### src/rtl/pio_pkg.sv
// pio_pkg: shared constants for the PIO host port (sizes, action codes, reset values)
package pio_pkg;
  localparam int NUM_SM     = 4;
  localparam int FIFO_DEPTH = 4;
  localparam int IMEM_DEPTH = 32;
  localparam logic [5:0] ACT_NOP         = 6'd0;
  localparam logic [5:0] ACT_INSTR_WRITE = 6'd1;
  localparam logic [5:0] ACT_ENABLE      = 6'd2;
  localparam logic [5:0] ACT_PULL        = 6'd3;
  localparam logic [5:0] ACT_PUSH        = 6'd4;
  localparam logic [5:0] ACT_CLKDIV      = 6'd5;
  localparam logic [5:0] ACT_PINCTRL     = 6'd6;
  localparam logic [5:0] ACT_EXECCTRL    = 6'd7;
  localparam logic [5:0] ACT_SHIFTCTRL   = 6'd8;
  localparam logic [5:0] ACT_RESTART     = 6'd9;
  localparam logic [5:0] ACT_ERRCLR      = 6'd10;
  localparam logic [31:0] CLKDIV_RST     = 32'h0001_0000;
endpackage

### src/rtl/pio_fifo.sv
// pio_fifo: first-word fall-through FIFO with flush and overflow/underflow strobes
// Ports: push/din in, pop/dout (head) out, full/empty status, ovf/unf single-cycle strobes.
module pio_fifo #(
  parameter int W     = 32,
  parameter int DEPTH = 4
) (
  input  logic         clk,
  input  logic         n_reset,
  input  logic         flush,
  input  logic         push,
  input  logic         pop,
  input  logic [W-1:0] din,
  output logic [W-1:0] dout,
  output logic         full,
  output logic         empty,
  output logic         ovf,
  output logic         unf
);
  localparam int AW = $clog2(DEPTH);
  logic [AW:0] wp_q, rp_q;
  logic [W-1:0] mem_q [DEPTH];
  logic do_push, do_pop;
  assign empty   = wp_q == rp_q;
  assign full    = (wp_q[AW] != rp_q[AW]) && (wp_q[AW-1:0] == rp_q[AW-1:0]);
  assign do_pop  = pop && !empty && !flush;
  // a pop on a full FIFO frees the slot the same edge, so the push still lands
  assign do_push = push && !flush && (!full || do_pop);
  assign ovf     = push && !flush && full && !do_pop;
  assign unf     = pop && empty;
  assign dout    = mem_q[rp_q[AW-1:0]];
  always_ff @(posedge clk or negedge n_reset)
    if (!n_reset) begin
      wp_q <= '0;
      rp_q <= '0;
    end else if (flush) begin
      wp_q <= '0;
      rp_q <= '0;
    end else begin
      if (do_push) wp_q <= wp_q + (AW+1)'(1);
      if (do_pop) rp_q <= rp_q + (AW+1)'(1);
    end
  always_ff @(posedge clk)
    if (do_push) mem_q[wp_q[AW-1:0]] <= din;
endmodule

### src/rtl/pio_host_port.sv
// pio_host_port: host command decoder owning imem, per-machine config registers and TX/RX FIFOs
// Ports: host bus (mindex/index/action/din -> dout/tx_full/rx_empty); per-machine fetch
// (sm_pc/sm_instr), FIFO (sm_pull*/sm_push*), config, enable/restart and sticky error outputs.
module pio_host_port
  import pio_pkg::*;
(
  input  logic                 clk,
  input  logic                 n_reset,
  input  logic [1:0]           mindex,
  input  logic [4:0]           index,
  input  logic [5:0]           action,
  input  logic [31:0]          din,
  output logic [31:0]          dout,
  output logic [NUM_SM-1:0]    tx_full,
  output logic [NUM_SM-1:0]    rx_empty,
  input  logic [NUM_SM*5-1:0]  sm_pc,
  output logic [NUM_SM*16-1:0] sm_instr,
  input  logic [NUM_SM-1:0]    sm_pull,
  output logic [NUM_SM*32-1:0] sm_pull_data,
  output logic [NUM_SM-1:0]    sm_tx_empty,
  input  logic [NUM_SM-1:0]    sm_push,
  input  logic [NUM_SM*32-1:0] sm_push_data,
  output logic [NUM_SM-1:0]    sm_rx_full,
  output logic [NUM_SM*32-1:0] clkdiv,
  output logic [NUM_SM*32-1:0] pinctrl,
  output logic [NUM_SM*32-1:0] execctrl,
  output logic [NUM_SM*32-1:0] shiftctrl,
  output logic [NUM_SM-1:0]    sm_enable,
  output logic [NUM_SM-1:0]    sm_restart,
  output logic [NUM_SM-1:0]    ovf_err,
  output logic [NUM_SM-1:0]    unf_err
);
  logic [15:0] imem_q [IMEM_DEPTH];
  logic [31:0] dout_q;
  logic [31:0] clkdiv_q [NUM_SM];
  logic [31:0] pinctrl_q [NUM_SM];
  logic [31:0] execctrl_q [NUM_SM];
  logic [31:0] shiftctrl_q [NUM_SM];
  logic [31:0] rx_head [NUM_SM];
  logic [NUM_SM-1:0] enable_q, restart_q, ovf_q, unf_q;
  logic [NUM_SM-1:0] sel, flush, host_push, host_pull, clr;
  logic [NUM_SM-1:0] tx_ovf, rx_ovf, rx_unf, tx_unf_unused;
  assign sel        = NUM_SM'(1) << mindex;
  assign flush      = action == ACT_RESTART ? din[NUM_SM-1:0] : '0;
  assign host_push  = action == ACT_PUSH ? sel : '0;
  assign host_pull  = action == ACT_PULL ? sel : '0;
  assign clr        = action == ACT_ERRCLR ? sel : '0;
  assign dout       = dout_q;
  assign sm_enable  = enable_q;
  assign sm_restart = restart_q;
  assign ovf_err    = ovf_q;
  assign unf_err    = unf_q;
  for (genvar i = 0; i < NUM_SM; i++) begin : g_sm
    pio_fifo #(.W(32), .DEPTH(FIFO_DEPTH)) u_tx (
      .clk, .n_reset, .flush(flush[i]), .push(host_push[i]), .pop(sm_pull[i]), .din(din),
      .dout(sm_pull_data[i*32+:32]), .full(tx_full[i]), .empty(sm_tx_empty[i]),
      .ovf(tx_ovf[i]), .unf(tx_unf_unused[i])
    );
    pio_fifo #(.W(32), .DEPTH(FIFO_DEPTH)) u_rx (
      .clk, .n_reset, .flush(flush[i]), .push(sm_push[i]), .pop(host_pull[i]),
      .din(sm_push_data[i*32+:32]), .dout(rx_head[i]), .full(sm_rx_full[i]),
      .empty(rx_empty[i]), .ovf(rx_ovf[i]), .unf(rx_unf[i])
    );
    // read-before-write: a same-cycle INSTR_WRITE is seen only after the edge
    assign sm_instr[i*16+:16]  = imem_q[sm_pc[i*5+:5]];
    assign clkdiv[i*32+:32]    = clkdiv_q[i];
    assign pinctrl[i*32+:32]   = pinctrl_q[i];
    assign execctrl[i*32+:32]  = execctrl_q[i];
    assign shiftctrl[i*32+:32] = shiftctrl_q[i];
  end
  always_ff @(posedge clk)
    if (action == ACT_INSTR_WRITE) imem_q[index] <= din[15:0];
  always_ff @(posedge clk or negedge n_reset)
    if (!n_reset) begin
      dout_q    <= '0;
      enable_q  <= '0;
      restart_q <= '0;
      ovf_q     <= '0;
      unf_q     <= '0;
      for (int i = 0; i < NUM_SM; i++) begin
        clkdiv_q[i]    <= CLKDIV_RST;
        pinctrl_q[i]   <= '0;
        execctrl_q[i]  <= '0;
        shiftctrl_q[i] <= '0;
      end
    end else begin
      restart_q <= flush;
      if (action == ACT_ENABLE) enable_q <= din[NUM_SM-1:0];
      if (action == ACT_PULL && !rx_empty[mindex]) dout_q <= rx_head[mindex];
      // a new error in the same cycle as ERRCLR wins
      ovf_q <= (ovf_q & ~clr) | tx_ovf | rx_ovf;
      unf_q <= (unf_q & ~clr) | rx_unf;
      for (int i = 0; i < NUM_SM; i++)
        if (sel[i]) begin
          if (action == ACT_CLKDIV) clkdiv_q[i] <= din;
          if (action == ACT_PINCTRL) pinctrl_q[i] <= din;
          if (action == ACT_EXECCTRL) execctrl_q[i] <= din;
          if (action == ACT_SHIFTCTRL) shiftctrl_q[i] <= din;
        end
    end
endmodule
### config.mk
export PLATFORM = sky130hd
export DESIGN_NAME = pio_host_port
export DESIGN_NICKNAME = d
export VERILOG_FILES = /design/src/rtl/pio_pkg.sv /design/src/rtl/pio_fifo.sv /design/src/rtl/pio_host_port.sv
export SDC_FILE = /design/constraint.sdc
export NUM_CORES = 2
export LEC_CHECK = 0
export CELL_PAD_IN_SITES_DETAIL_PLACEMENT = 0
export CELL_PAD_IN_SITES_GLOBAL_PLACEMENT = 1
export CORE_UTILIZATION = 50
export DETAILED_ROUTE_END_ITERATION = 7
export PLACE_DENSITY = 0.77
export SYNTH_ARGS = -nofsm -noshare
export SYNTH_HDL_FRONTEND = slang
export SYNTH_SLANG_ARGS = --single-unit
### constraint.sdc
create_clock -name clk -period 6.3 [get_ports clk]
set_input_delay 1.89 -clock clk [delete_from_list [all_inputs] [get_ports clk]]
set_output_delay 1.89 -clock clk [all_outputs]
set_load 0.01 [all_outputs]
* Word level (Yosys, flattened, before mapping)
Memories as Yosys holds them, arrays and structs flattened.
Index checks and enable logic that the tools add are counted.
** Storage, ports and cells
- Flip-flop bits (word level) :: 608
- Memory bits (writable) :: 1536
- Word-level logic and storage cells :: 295
- Memories kept :: 9
** Operators by class
- Mux-type cells :: 59
- Bitwise operators :: 7
- Magnitude comparators :: 2
- Equality and inequality tests :: 34
- Reduce and logical (&&, ||, !) cells :: 130
- Shift-type cells :: 1
- Add/subtract/negate cells :: 16
** Memory list
- imem_q :: words 32, width 16, read ports 4, clocked after Yosys merged registers in 0, wr ports 1, line pio_host_port.sv:33 : logic [15:0] imem_q [IMEM_DEPTH];
- g_sm[0].u_rx.mem_q :: words 4, width 32, read ports 1, clocked after Yosys merged registers in 0, wr ports 1, line pio_fifo.sv:21 : logic [W-1:0] mem_q [DEPTH];
- g_sm[0].u_tx.mem_q :: words 4, width 32, read ports 1, clocked after Yosys merged registers in 0, wr ports 1, line pio_fifo.sv:21
- g_sm[1].u_rx.mem_q :: words 4, width 32, read ports 1, clocked after Yosys merged registers in 0, wr ports 1, line pio_fifo.sv:21
- g_sm[1].u_tx.mem_q :: words 4, width 32, read ports 1, clocked after Yosys merged registers in 0, wr ports 1, line pio_fifo.sv:21
- g_sm[2].u_rx.mem_q :: words 4, width 32, read ports 1, clocked after Yosys merged registers in 0, wr ports 1, line pio_fifo.sv:21
- 3 more memories
** Operator list (count)
- 3-bit two-way mux :: 32
- 32-bit binary-select mux with 2-bit select :: 1
- 32-bit two-way mux :: 2
- 1-bit logical AND :: 61
- 3-bit by 1-bit adder with 3-bit output, second input constant :: 16
- 2-bit AND reduction :: 16
- 2-bit nonzero test :: 16
- 1-bit zero test :: 29
- 3-bit equality test :: 8
- 6-bit by 3-bit equality test with 1-bit output, second input constant :: 4
- 1-bit two-way mux :: 19
- 6-bit by 4-bit equality test with 1-bit output, second input constant :: 3
- 2-bit equality test :: 8
- 4-bit two-way mux :: 4
- 6-bit by 2-bit equality test with 1-bit output, second input constant :: 2
- 4-bit OR :: 3
- 4-bit bitwise AND :: 2
- 1-bit logical OR :: 8
- 1-bit != test :: 8
- 6-bit by 1-bit equality test with 1-bit output, second input constant :: 1
- 4-bit NOT :: 1
- 1-bit by 2-bit << shifter with 4-bit output, first input constant :: 1
- 3-bit >= comparator, second input constant :: 1
- 2-bit by 3-bit less-than comparator with 1-bit output, second input constant :: 1
- other kinds (2) :: 2

* Logic depth before layout (Yosys ltp)
- Depth after elaboration :: 8
- Depth in mapped cells :: 8
- Depth with buffers taken out :: 5

* By module
A second synthesis with hierarchy kept.
** Unflattened totals
- Cells, all modules :: 5929
- Area, all modules :: 96324.9 sq um
** Modules (own cells, without submodules)
- pio_host_port :: cells each 4134, times used 1, area an instance 55030.3 sq um
- pio_fifo (g_sm[1].u_tx ...) :: cells each 224, times used 4, area an instance 5163.7 sq um
- pio_fifo (g_sm[0].u_rx ...) :: cells each 225, times used 3, area an instance 5166.2 sq um
- pio_fifo (g_sm[2].u_rx) :: cells each 224, times used 1, area an instance 5141.2 sq um

* Worst setup path before layout
OpenSTA, ideal clock, no wires.
- Path type :: input port to output port
- Start point :: input port sm_pc[0]
- End point :: output port sm_instr[0]
- Required time :: 4.410 ns
- Slack :: 0.721 ns
- Data arrival time :: 3.689 ns
- Cell stages on the path :: 5
- Path through :: clkbuf_1 -> buf_2 -> mux4_2 -> mux4_2 -> mux2_2
** Between the ends
- Longest elaborated chain between the ends :: 1
** Ends and longest elaborated chain
- from (decl) :: line pio_host_port.sv:16 : input logic [NUM_SM*5-1:0] sm_pc,
- memory 32 x 16 bit
- to (decl) :: line pio_host_port.sv:17 : output logic [NUM_SM*16-1:0] sm_instr,
No other way between the ends.

* Final worst setup path
- Start point :: input port sm_pc[10]
- End point :: output port sm_instr[44]
Same word-level chain as after synthesis.

==> flow_summary.json <==
{
  "slowest_stage": "clkdlybuf4s50_1",
  "hold_path.class": "reg2reg",
  "maxCapViolCount": 0,
  "grt_max_degree": 104,
  "io_pins": 971,
  "cts_buffers": 215,
  "ctsResizeCount": 0,
  "cp-end-kind": "output port",
  "critical_path.max_stage_delay_ns": 0.59,
  "synth_warnings": 0,
  "report.final.slew_viol_count": 0,
  "fmax_mhz": 161,
  "worstSetupPathType": "in2out",
  "drt-pass1-iter-count": 5,
  "clk_transition_reported_paths_ns": 0.06,
  "syn2layout_area_growth_pct": 22.8,
  "cts_buffer_depth": 3,
  "clockRootBuffer": "clkbuf_16",
  "path_delay_family": "multiplexers",
  "grt_pass1_wl_um": 416000,
  "die_height_um": 434,
  "worstPathArrival_ns": 4.34,
  "die_w_um": 434,
  "tns_ns": 0,
  "report.power.total_w": 0.0379,
  "synthMuxAreaShare_pct": 29.2,
  "core_area_mm2": 0.185,
  "cp_common_cell": "mux4_2",
  "ant_nets": 0,
  "power.density_mw_per_mm2": 332,
  "crit_buf_inv": 3,
  "reg2reg_depth": 5,
  "io_buffers": 970,
  "final_nets": 5860,
  "fill_cells": 13048,
  "initial_core_util_pct": 50.3,
  "r2r-end": "g_sm[3].u_tx.mem_q[1][29]",
  "synth_seq_cells": 2144,
  "grtUsageTotal_pct": 31.9,
  "yosysUniqueCellTypes": 56,
  "tightest_slew_ns": 1.14,
  "hpwl_um": 202000,
  "cts_sinks": 2144,
  "cts_hold_buf": 0,
  "finalSetupViolCount": 0,
  "grt_overflow": 0,
  "final_layout_size_suffix_gt1_share_pct": 38.3,
  "regToRegStartpoint": "g_sm[3].u_tx.rp_q[1]",
  "synth_top_family_by_area": "multiplexers",
  "synth-edff-count": 1536,
  "status": "finished clean",
  "antenna_found_initial": 28,
  "cts.htree.levels": 4,
  "synth.avg_cell_area_um2": 20.7,
  "drt_wl_total_um": 299000,
  "yosys.area_share.simple_pct": 1.39,
  "final_common_cell": "edfxtp_1",
  "syn-num-nets": 4756,
  "grt_setup_unrepaired": "false",
  "synth.cell_area_mm2": 0.0932,
  "netlist_instances": 4513,
  "ir_drop_mv": 0.286,
  "rows": 158,
  "async_flop_share_pct": 28.4,
  "grt_pass1_vias": 53019,
  "required_ns": 4.41,
  "cp-start-kind": "input port",
  "synth_xor_area_share_pct": 0.489,
  "cp_max_fo": 18,
  "vias_per_cell": 6.39,
  "synthAdderAreaFrac_pct": 0.537,
  "maxSlewHeadroom_pct": 23.9,
  "globalplace.congestion": 0.892,
  "clk_latency_ns": 0.87,
  "synth_seq_area_share_pct": 65.8,
  "leakage_nw": 41.0,
  "whs_ns": 0.498,
  "tritoncts": "done",
  "wire_per_inst_um": 36.1,
  "holdPathStages": 1,
  "detailroute.via_count": 53088,
  "drt_iter0_drc": 5519,
  "skew_ns": 0.0293,
  "timing_hold_violations_final": 0,
  "min_to": "dout[27]",
  "timing.final.crit_share_pct": 98.9,
  "drc_errors": 0,
  "rrSetupSlack_ns": 3.31,
  "min_from": "dout[27]",
  "crit_chain": "clkbuf_8 -> buf_12 -> mux4_2 -> mux4_2 -> mux2_2 -> clkdlybuf4s50_1",
  "synth_compound_area_share_pct": 0.922,
  "die_area_mm2": 0.188,
  "layout_common_cells": "edfxtp_1, clkdlybuf4s50_1, mux4_2",
  "ys.flop_type": "edfxtp_1",
  "cts_setup_buffers": 0,
  "min_period_ns": 6.23
}
cell usage after synthesis (all sizes together) (4+ instances only):
master | number | share of area (%)
nand3 | 27 | 0.14
mux4 | 896 | 22
edfxtp | 1536 | 49
nor2b | 6 | 0.040
a22oi | 64 | 0.52
o211ai | 5 | 0.040
nand2b | 4 | 0.027
nand2 | 89 | 0.36
nor3 | 9 | 0.054
a21oi | 7 | 0.038
o31a | 4 | 0.038
mux2i | 10 | 0.11
dfstp | 4 | 0.11
nand4 | 5 | 0.034
inv | 27 | 0.11
o21ai | 22 | 0.12
or2 | 4 | 0.027
mux2 | 612 | 7.4
and2 | 33 | 0.22
nor2 | 83 | 0.34
dfrtp | 604 | 16
xnor2 | 33 | 0.31
xor2 | 19 | 0.18
o31ai | 6 | 0.048
ha | 40 | 0.54
clkbuf | 166 | 0.67
buf | 172 | 0.90
flip-flops by register name, indices dropped and copies added, names as in the netlist, 32 cells and up:
name / flops
imem_q: 512
shiftctrl: 128
clkdiv: 128
execctrl: 128
pinctrl: 128
g_sm.u_tx.mem_q: 512
g_sm.u_rx.mem_q: 512
dout: 32
cell families (layout without fill, tap and decap cells):
group | Yosys count | count (layout)
adders and majority gates | 40 | 40
buffers and inverters | 365 | 1657
AOI/OAI and AO/OA | 119 | 119
muxes | 1518 | 1518
xor gates and xnor gates | 52 | 52
other | 0 | 18
DFF | 2144 | 2144
and+or+nand+nor | 275 | 275
worst register-to-register path, cell delays in order (launching register included):
cell	delay [ns]
dfrtp_1	0.68
buf_4	0.46
xnor2_1	0.14
nand2_1	0.15
o31a_1	0.28
and2_2	0.84
stage by stage:
stage / instance area, µm² / utilization, % / setup slack (ns) / cells
after global placement: 107000 / 57.9 / 0.116 / 7880
after floorplan: 93200 / - / 0.721 / 4513
final: 114000 / 61.8 / 0.0708 / 8303
after global routing: 114000 / 61.7 / 0.0221 / 8289
after CTS: 114000 / 61.7 / 0.0880 / 8285
after detailed placement: 107000 / 57.9 / 0.0855 / 7880
final cells by class:
class | instances | area, µm² | area share [%]
flip-flops and latches | 2144 | 61400 | 53.6
multi-input cells | 2004 | 30500 | 26.6
repair buffers | 1225 | 12200 | 10.7
clock buffers | 294 | 5910 | 5.17
well taps | 2480 | 3100 | 2.71
clock inverters | 111 | 1200 | 1.05
inverters | 27 | 101 | 0.0886
diodes | 18 | 45.0 | 0.0394
power breakdown:
group          internal (W)  leakage [nW]  switching, W  total [W]
registers            0.0163          22.1      0.000636     0.0170
clock network       0.00738          3.49       0.00550     0.0129
logic               0.00370          15.4       0.00440    0.00810
total                0.0274          41.0        0.0105     0.0379
how the worst max path moves through the flow:
stage / from / to / slack, ns / cells past startpoint
global route: sm_pc[10] / sm_instr[44] / 0.02 / 6
detailed placement: sm_pc[5] / sm_instr[21] / 0.09 / 7
floorplan: sm_pc[0] / sm_instr[0] / 0.72 / 5
global placement: sm_pc[10] / sm_instr[44] / 0.12 / 6
finish: sm_pc[10] / sm_instr[44] / 0.07 / 6
CTS: sm_pc[5] / sm_instr[21] / 0.09 / 7
per-layer routing:
metal  vias up  global-route usage [%]  routed length [µm]
met5         -                       0                  42
met2      2810                    51.8              148000
met1     28709                    40.5              108000
met3       611                    8.00               26600
li1      20952                       -                   -
met4         6                    14.8               16400
Note: power is estimated with default switching activity, not from simulation.
